## src/rtl/mem_dma_initiator.sv

```systemverilog
// Block-copy initiator for the memory controller port: reads a word from src and writes it to dst,
// one word every two cycles. Range-checks the request up front and reports the outcome with a done pulse.
//
// state | meaning
// IDLE  | port released, waiting for start
// READ  | mem_addr = src + words_done, capture mem_rd
// WRITE | mem_addr = dst + words_done, mem_we = 1
// DONE  | one-cycle done pulse, port still owned
module mem_dma_initiator #(
    parameter int unsigned RAM_BASE = 152100,
    parameter int unsigned RAM_LAST = 305735,
    parameter int unsigned LEN_W    = 18
) (
    input  logic             clk,
    input  logic             rst_n,
    input  logic             start,
    input  logic [31:0]      src_base,
    input  logic [31:0]      dst_base,
    input  logic [LEN_W-1:0] len,
    input  logic             abort,
    output logic             busy,
    output logic             done,
    output logic             error,
    output logic [LEN_W-1:0] words_done,
    output logic [31:0]      mem_addr,
    output logic             mem_we,
    output logic [31:0]      mem_wd,
    input  logic [31:0]      mem_rd
);

    typedef enum logic [1:0] {IDLE, READ, WRITE, DONE} state_t;

    localparam logic [32:0] RAM_BASE_X = 33'(RAM_BASE);
    localparam logic [32:0] RAM_LAST_X = 33'(RAM_LAST);

    state_t             state_q, state_d;
    logic [31:0]        src_q, src_d;
    logic [31:0]        dst_q, dst_d;
    logic [LEN_W-1:0]   len_q, len_d;
    logic               busy_q, busy_d;
    logic               done_q, done_d;
    logic               error_q, error_d;
    logic [LEN_W-1:0]   words_done_q, words_done_d;
    logic [31:0]        mem_addr_q, mem_addr_d;
    logic               mem_we_q, mem_we_d;
    logic [31:0]        mem_wd_q, mem_wd_d;

    logic [32:0]        dst_end, src_end;
    logic               range_fail;
    logic [LEN_W-1:0]   wd_inc;
    logic [31:0]        wd_ext, wd_inc_ext;

    // End addresses in 33 bits so a request near 2^32 cannot wrap past the check.
    assign dst_end    = {1'b0, dst_base} + {{(33-LEN_W){1'b0}}, len} - 33'd1;
    assign src_end    = {1'b0, src_base} + {{(33-LEN_W){1'b0}}, len} - 33'd1;
    assign range_fail = ({1'b0, dst_base} < RAM_BASE_X) ||
                        (dst_end > RAM_LAST_X) ||
                        (src_end > RAM_LAST_X);

    assign wd_inc     = words_done_q + {{(LEN_W-1){1'b0}}, 1'b1};
    assign wd_ext     = {{(32-LEN_W){1'b0}}, words_done_q};
    assign wd_inc_ext = {{(32-LEN_W){1'b0}}, wd_inc};

    always_comb begin
        state_d      = state_q;
        src_d        = src_q;
        dst_d        = dst_q;
        len_d        = len_q;
        busy_d       = busy_q;
        done_d       = 1'b0;
        error_d      = error_q;
        words_done_d = words_done_q;
        mem_addr_d   = mem_addr_q;
        mem_we_d     = 1'b0;
        mem_wd_d     = mem_wd_q;

        case (state_q)
            IDLE: begin
                busy_d     = 1'b0;
                mem_addr_d = 32'd0;
                if (start) begin
                    src_d        = src_base;
                    dst_d        = dst_base;
                    len_d        = len;
                    words_done_d = '0;
                    error_d      = 1'b0;
                    busy_d       = 1'b1;
                    if (len == '0) begin
                        state_d = DONE;
                        done_d  = 1'b1;
                    end else if (range_fail) begin
                        state_d = DONE;
                        done_d  = 1'b1;
                        error_d = 1'b1;
                    end else begin
                        state_d    = READ;
                        mem_addr_d = src_base;
                    end
                end
            end
            READ: begin
                if (abort) begin
                    state_d    = DONE;
                    done_d     = 1'b1;
                    mem_addr_d = 32'd0;
                end else begin
                    state_d    = WRITE;
                    mem_wd_d   = mem_rd;
                    mem_we_d   = 1'b1;
                    mem_addr_d = dst_q + wd_ext;
                end
            end
            WRITE: begin
                words_done_d = wd_inc;
                if ((wd_inc == len_q) || abort) begin
                    state_d    = DONE;
                    done_d     = 1'b1;
                    mem_addr_d = 32'd0;
                end else begin
                    state_d    = READ;
                    mem_addr_d = src_q + wd_inc_ext;
                end
            end
            DONE: begin
                state_d    = IDLE;
                busy_d     = 1'b0;
                mem_addr_d = 32'd0;
            end
            default: begin
                state_d    = IDLE;
                busy_d     = 1'b0;
                mem_addr_d = 32'd0;
            end
        endcase
    end

    always_ff @(posedge clk or negedge rst_n) begin
        if (!rst_n) begin
            state_q      <= IDLE;
            src_q        <= 32'd0;
            dst_q        <= 32'd0;
            len_q        <= '0;
            busy_q       <= 1'b0;
            done_q       <= 1'b0;
            error_q      <= 1'b0;
            words_done_q <= '0;
            mem_addr_q   <= 32'd0;
            mem_we_q     <= 1'b0;
            mem_wd_q     <= 32'd0;
        end else begin
            state_q      <= state_d;
            src_q        <= src_d;
            dst_q        <= dst_d;
            len_q        <= len_d;
            busy_q       <= busy_d;
            done_q       <= done_d;
            error_q      <= error_d;
            words_done_q <= words_done_d;
            mem_addr_q   <= mem_addr_d;
            mem_we_q     <= mem_we_d;
            mem_wd_q     <= mem_wd_d;
        end
    end

    assign busy       = busy_q;
    assign done       = done_q;
    assign error      = error_q;
    assign words_done = words_done_q;
    assign mem_addr   = mem_addr_q;
    assign mem_we     = mem_we_q;
    assign mem_wd     = mem_wd_q;

endmodule

```

## config.mk

```make
export PLATFORM = sky130hd
export DESIGN_NAME = mem_dma_initiator
export DESIGN_NICKNAME = d
export VERILOG_FILES = /design/src/rtl/mem_dma_initiator.sv
export SDC_FILE = /design/constraint.sdc
export NUM_CORES = 1
export LEC_CHECK = 0
export ABC_AREA = 1
export CAP_MARGIN = 20
export CORE_MARGIN = 2
export CORE_UTILIZATION = 50
export CTS_CLUSTER_SIZE = 10
export DETAILED_ROUTE_END_ITERATION = 8
export PLACE_DENSITY_LB_ADDON = 0.05
export SLEW_MARGIN = 20
export SYNTH_ARGS = -nofsm -noshare
export SYNTH_HDL_FRONTEND = slang
export SYNTH_SLANG_ARGS = --single-unit
```

## constraint.sdc

```tcl
create_clock -name clk -period 3.5 [get_ports clk]
set_input_delay 0.35 -clock clk [delete_from_list [all_inputs] [get_ports clk]]
set_output_delay 0.35 -clock clk [all_outputs]
set_load 0.01 [all_outputs]
```

==> results by group, run 1 <==
Synth
  • Top FF cell, synth: dfrtp_1
  • Post-synth EDFFs: 0
  • Mean area per synthesized cell: 6.41 sq um
  • Seq/Total Area, Yosys: 26.4%
  • Synth async-reset ratio: 100%
  • Synth Register Bits: 170
  • Synth top area share: 26.4%
  • Syn Std Cell Area: 16100 sq um
  • Synth top area cells: dfrtp_1 26%, nand2_1 20%, ha_1 11%, inv_1 10%, o21ai_0 4.8%
  • Synth cell types: 53
  • Synth Instances: 2519
  • Mapped Nets: 2789
  • YS warnings: 0
  • Post-synth top area cell: dfrtp_1

Route
  • Routed WL per cell: 17.1 microns
  • Wl on met1: roughly 25000 microns
  • Detailed-route DRC error count: 0
  • Starting DRT DRC Count: 1582
  • Vias per cell: 5.31
  • Highest routed metal layer: met4
  • DR pass1 iterations: 6
  • Vias post-DR: roughly 18000
  • Met3 routed WL: 3760 microns
  • Drt total wl: a little under 60000 microns
  • Routed Antenna Nets: 0
  • Wire length on met2: 26500 microns

Timing
  • Slew Viols, Final: 0
  • Worst-margin pin slew: roughly 0.8 ns
  • Final hold vios: 0
  • Hold Worst Slack: between 0.2 and 0.25 ns
  • Tcrit/Tclk final: between 90% and 100%
  • Final worst-path setup slack: 0.127 ns
  • Final setup violating endpoints: 0
  • Worst Skew: 0.00807 ns
  • Fmax: 0.296 GHz
  • Slew headroom: 45.9%
  • RSZ-0062 raised after global routing: yes
  • Fin crit period: approximately 3.4 ns

Placed design
  • Place WS: -0.534 ns
  • Placer Congestion: approximately 1
  • Placed Instances: 3332
  • Buffers on Ports: approximately 200
  • Area post-placement: 20400 sq um
  • Hpwl dp: 47500 microns

Floorplanning
  • Die Wd: between 150 and 200 microns
  • IO Count: 204
  • Die area: 33700 sq um
  • Die height: 184 microns
  • Core area: 31600 sq um
  • # rows: 65
  • Starting Density: 51.0%

Global routing
  • Largest net degree at the start of global routing: 105
  • Vias in the first global route: 17100
  • Initial antenna violation count: 2
  • Grt ovf: 0
  • GRT Resource Usage Total: 33.7%
  • First-pass GRT wire length: just under 90000 microns

Flow run
  • Max Cap Viol: 0

CTS
  • Root Buffer: clkbuf_16
  • CTS tree: done
  • Reg clk slew, reported paths: about 0.06 ns
  • Clk_lat worst skew: 0.44 ns
  • CTS Buffer Depth: 2
  • CTS Sinks: 170
  • CTS buffer count: 17
  • Clock H-tree levels: 4

Critical path
  • CP Max Fanout: 7
  • CP arrival: 3.75 ns
  • Critical Path RT: 3.88 ns
  • CP max-delay cell: clkdlybuf4s50_1
  • Peak per-stage delay on the critical path: 0.53 ns
  • Crit Path Category: input pin to flop
  • Worst path cell trace: clkdlybuf4s50_1 -> inv_2 -> ha_1 -> inv_1 -> ha_4 -> nand2_2 -> nor2_2 -> inv_1 -> buf_4 -> nor2_1 -> nand4_1 -> nand3_1 -> nand2_1 -> nor2_2 -> nand3_2 -> nor2_4 -> nand4_4 -> inv_8 -> clkbuf_16 -> nand3_2 -> nand2_1
  • Critical Path Source Type: input pin
  • Crit end category: flop

Pwr
  • Peak VDD IR: approximately 0.40 mV
  • Pleak: 11.8 nW
  • PD cells: ~560 nW/um^2

Finish
  • Area delta synth->final: 34.6%
  • Filler cells: 2817
  • Final core occ: 68.7%
  • Non-filler instance count after layout: 3379
  • Final instance area: between 20000 and 25000 sq um
  • Final #Nets: 3233
  • Share of cells above drive strength 1: 17.0%

Min path
  • Min-Delay Path Class: input pin to flop

Outcome
  • Run status: finished, final reports clean
==> stage by stage <==
stage / TNS [ns] / total power [mW]
after floorplan: 0 / 7.15
after global placement: -14.38 / 9.88
after detailed placement: -16.90 / 10.0
after CTS: 0 / 11.9
after global routing: -0.639 / 13.2
final: 0 / 12.2
==> timing repair <==
item / CTS / global route
pin swaps: 1 / 29
cloned: 1 / 2
hold buffers: 1 / 0
buffers inserted: 1 / 9
hold endpoints to repair: 18 / 0
gates resized for setup: 8 / 165
endpoints found under the setup margin: 28 / 35
==> where the power goes <==
| group | internal (mW) | total, mW | switching (mW) |
|---|---|---|---|
| Clock | 0.955 | 1.80 | 0.846 |
| Sequential | 2.78 | 3.45 | 0.669 |
| Combinational | 2.98 | 6.96 | 3.99 |
| Total | 6.71 | 12.2 | 5.50 |
==> cells in the mapped netlist, drive strengths merged (25+ instances only) <==
master	number
xor2	45
inv	454
ha	148
nand3	158
nor3	25
nor2	168
dfrtp	170
clkbuf	30
o21ai	171
nand4	27
nand2	863
a21oi	121
==> cell type report <==
class	instances	area, sq um	share of cell area [%]
flip-flops and latches	170	4260	19.6
repair inverters	1	8.76	0.0403
diodes	1	2.50	0.0115
clock inverters	11	86.3	0.397
inverters	457	1730	7.94
clock buffers	21	460	2.12
repair buffers	464	4150	19.1
well taps	402	503	2.31
multi-input cells	1852	10500	48.5
==> registers in the layout, indices dropped and copies added, names as in the netlist <==
| register | count |
|---|---|
| mem_we | 1 |
| mem_wd | 32 |
| done | 1 |
| error | 1 |
| mem_addr | 32 |
| state_q | 2 |
| src_q | 32 |
| dst_q | 32 |
| len_q | 18 |
| busy | 1 |
| words_done | 18 |
==> worst max-delay path: cells and delay by family <==
family,cells,cell delay (ns)
buf+inv,7,1.29
fa+ha+maj,2,0.61
simple gates,12,1.47
==> cells by family after synthesis <==
family | count (synthesis) | synth area share, %
DFF | 170 | 26.4
and+or+nand+nor | 1290 | 34.6
adders and majority gates | 152 | 12.0
buffers and inverters | 497 | 11.9
AOI/OAI and AO/OA | 341 | 11.2
xor gates and xnor gates | 69 | 3.88
==> path summary, 6_finish.rpt <==
path	cells past startpoint	endpoint	start	slack (ns)
min in group asynchronous	2	words_done[4]	rst_n	0.54
worst max register to register	16	mem_addr[14]	words_done[0]	0.15
worst max-delay path	21	mem_addr[3]	len[16]	0.13
max in group asynchronous	3	mem_addr[18]	rst_n	2.18
worst min-delay path	3	mem_addr[5]	src_base[5]	0.23
worst min register to register	2	mem_wd[23]	mem_wd[23]	0.47
==> metal layers <==
layer  GRT usage [%]  vias up
li1                -     8826
met1            43.5     8319
met2            56.8      648
met3            4.04      134
met4            14.6        0
met5               0        -
==> placed cells by master (no fill, tap or decap), types with 17 or more instances in the layout <==
cell type | synthesis | routed
o21ai_0 | 156 | 152
nor3_1 | 24 | 18
buf_4 | 1 | 249
inv_2 | 3 | 28
ha_1 | 148 | 128
nor2_1 | 156 | 137
nand3_2 | 38 | 47
dfrtp_1 | 170 | 169
nand2_2 | 10 | 39
o21ai_1 | 15 | 19
xor2_1 | 44 | 44
a21oi_2 | 0 | 18
nand3_1 | 120 | 110
clkbuf_16 | 0 | 19
nor2_2 | 8 | 21
xnor2_1 | 23 | 23
inv_1 | 450 | 424
nand4_1 | 24 | 24
nand2_1 | 852 | 821
clkdlybuf4s50_1 | 0 | 187
a21oi_1 | 121 | 103
ha_4 | 0 | 17
No activity file was read; power rests on OpenSTA's default activity.
==> inputs of run 2 (changes only) <==
--- a/config.mk
+++ b/config.mk
@@ -7,12 +7,11 @@
 export LEC_CHECK = 0
 export ABC_AREA = 1
 export CAP_MARGIN = 20
-export CORE_MARGIN = 2
+export CORE_MARGIN = 10
 export CORE_UTILIZATION = 50
 export CTS_CLUSTER_SIZE = 10
 export DETAILED_ROUTE_END_ITERATION = 8
 export PLACE_DENSITY_LB_ADDON = 0.05
-export SLEW_MARGIN = 20
 export SYNTH_ARGS = -nofsm -noshare
 export SYNTH_HDL_FRONTEND = slang
 export SYNTH_SLANG_ARGS = --single-unit
==> results by group, run 2 (synthesis gave the netlist of run 1 again) <==
Timing
  • Final worst-path setup slack: 0.0870 ns (was 0.127 ns)
  • Slew Viols, Final: 0 (unchanged)
  • Fin crit period: 3.41 ns (was 3.37 ns)
  • Worst Skew: 0.0120 ns (was 0.00807 ns)
  • Final hold vios: 0 (unchanged)
  • Slew headroom: 48.6% (was 45.9%)
  • Tcrit/Tclk final: 97.5% (was 96.4%)
  • Fmax: 0.293 GHz (was 0.296 GHz)
  • Worst-margin pin slew: 0.771 ns (was 0.812 ns)
  • Final setup violating endpoints: 0 (unchanged)

Floorplanning
  • # rows: 65 (unchanged)
  • IO Count: 204 (unchanged)
  • Core area: 31700 sq um (was 31600 sq um)
  • Starting Density: 50.9% (was 51.0%)
  • Die Wd: 200 microns (was 184 microns)
  • Die area: 39900 sq um (was 33700 sq um)
  • Die height: 200 microns (was 184 microns)

Critical path
  • Critical Path RT: 3.89 ns (was 3.88 ns)
  • Crit end category: flop (unchanged)
  • Reg2Reg Depth: 19 (was 16)
  • Crit Path Category: input pin to flop (unchanged)
  • CP arrival: 3.80 ns (was 3.75 ns)
  • CP Max Fanout: 7 (unchanged)
  • Critical Path Source Type: input pin (unchanged)

Route
  • Detailed-route DRC error count: 0 (unchanged)
  • Vias post-DR: 17900 (about the same)
  • Starting DRT DRC Count: 1317 (was 1582)
  • Drt total wl: 59700 microns (was 57700 microns)
  • Routed WL per cell: 17.7 microns (was 17.1 microns)
  • Vias per cell: 5.32 (was 5.31)
  • Routed Antenna Nets: 0 (unchanged)
  • DR pass1 iterations: 6 (unchanged)

Pwr
  • Peak VDD IR: 0.382 mV (was 0.405 mV)
  • Register share of total power: 27.9% (was 28.3%)
  • Final Power: 12.4 mW (was 12.2 mW)
  • Switching fraction of total power: 45.0% (about the same)
  • PD cells: 577 nW/um^2 (was 562 nW/um^2)
  • Switching power of the nets: 5.57 mW (was 5.50 mW)
  • Power share of the combinational group: 56.2% (was 57.0%)
  • Pleak: 11.7 nW (was 11.8 nW)
  • Clk network pwr share: 15.9% (was 14.7%)
  • Pint: 6.82 mW (was 6.71 mW)

Finish
  • Diode count: 0 (was 1)
  • Share of cells above drive strength 1: 16.3% (was 17.0%)
  • Leading cell types in the layout, fill and taps excluded: 816 x nand2_1, 430 x inv_1, 239 x buf_4, 196 x clkdlybuf4s50_1, 169 x dfrtp_1 (was 821 x nand2_1, 424 x inv_1, 249 x buf_4, 187 x clkdlybuf4s50_1, 169 x dfrtp_1)
  • Final #Nets: 3217 (was 3233)
  • Area delta synth->final: 33.1% (was 34.6%)
  • Commonest non-fill, non-tap cell in the layout: nand2_1 (unchanged)

Outcome
  • Run status: finished, final reports clean (unchanged)

Global routing
  • Initial antenna violation count: 1 (was 2)
  • First-pass GRT wire length: 90500 microns (was 88600 microns)
  • GRT Resource Usage Total: 29.2% (was 33.7%)
  • Vias in the first global route: 16900 (was 17100)
  • Grt ovf: 0 (unchanged)
  • Largest net degree at the start of global routing: 110 (was 105)

CTS
  • Clock H-tree levels: 4 (unchanged)
  • CTS Buffer Depth: 2 (unchanged)
  • CTS buffer count: 17 (unchanged)
  • CTS tree: done (unchanged)
  • Clk_lat worst skew: 0.44 ns (about the same)
  • CTS Sinks: 170 (unchanged)
  • Root Buffer: clkbuf_16 (unchanged)
  • Reg clk slew, reported paths: 0.07 ns (was 0.06 ns)

Placed design
  • Hpwl dp: 49700 microns (was 47500 microns)
  • Buffers on Ports: 203 (unchanged)
  • Placer Congestion: 1.04 (was 0.972)
  • Place WS: -0.555 ns (was -0.534 ns)

Min path
  • Min-Delay Path Class: input pin to flop (unchanged)
  • Hold path depth: 3 (unchanged)

Flow run
  • Max Cap Viol: 0 (unchanged)
-- run 2: metal layers --
layer | up-vias | share of wire (%) | track usage, %
met1 | 8245 | 43 | 37.9
li1 | 8794 | - | -
met2 | 716 | 46 | 47.8
met4 | 2 | 3.7 | 11.2
met3 | 126 | 7.8 | 4.47
met5 | - | 0.030 | 0
-- run 2: per-stage QoR --
| stage | TNS (ns) | hold slack, ns | cell area (sq um) | instances | utilization (%) |
|---|---|---|---|---|---|
| 2_1_floorplan | 0 | 0.0544 | 16100 | 2519 | - |
| 3_3_place_gp | -15.27 | 0.451 | 20300 | 3321 | 64.1 |
| 3_5_place_dp | -17.90 | 0.450 | 20300 | 3321 | 64.1 |
| 4_1_cts | 0 | 0.434 | 20900 | 3354 | 66.0 |
| 5_1_grt | -2.91 | 0.242 | 21500 | 3362 | 67.8 |
| 6_report | 0 | 0.240 | 21500 | 3362 | 67.8 |
-- run 2: path summary, 6_finish.rpt --
kind / start / endpoint / slack (ns)
worst max-delay path: len[17] / mem_addr[28] / 0.09
worst min-delay path: src_base[16] / mem_addr[16] / 0.24
worst max register to register: words_done[0] / mem_addr[25] / 0.11
worst min register to register: mem_wd[3] / mem_wd[3] / 0.47
max in group asynchronous: rst_n / src_q[7] / 1.99
min in group asynchronous: rst_n / dst_q[2] / 0.53
-- run 2: final cells by class --
cell class / count / area, sq um
fill: 2830 / 10200
tap: 402 / 503
inverter: 457 / 1720
sequential: 170 / 4260
multi-input combinational: 1852 / 10500
timing repair buffer: 449 / 3970
clock buffer: 19 / 443
clock inverter: 13 / 155
-- run 2: power groups by stage --
stage	Sequential, mW	Clock (mW)	Combinational, mW
after global routing	3.55	2.07	7.71
final	3.46	1.98	6.96
after detailed placement	3.46	0	6.67
after global placement	3.43	0	6.53
after floorplan	3.47	0	3.68
after CTS	3.43	1.99	6.71
-- run 2: what timing repair did --
action / CTS / global route
pin swaps: 1 / 27
hold buffers: 1 / 0
resized for setup: 7 / 139
endpoints found under the setup margin: 33 / 35
hold endpoints to repair: 30 / 0
cloned: 0 / 1
buffers inserted: 0 / 7
-- run 2: critical path: stages --
cell and delay, ns:
clkdlybuf4s50_1 0.47, inv_2 0.17, ha_1 0.17, inv_1 0.04
ha_1 0.36, a21oi_1 0.29, o21ai_0 0.19, a21oi_1 0.24
buf_4 0.17, nor2_1 0.06, nor2_2 0.11, nand2_1 0.07
nand2_1 0.07, nand2_2 0.07, nor2_4 0.12, nand3_2 0.11
nor2_4 0.12, nand4_4 0.16, clkinv_4 0.15, clkbuf_16 0.17
nand3_2 0.06, nand2_1 0.06
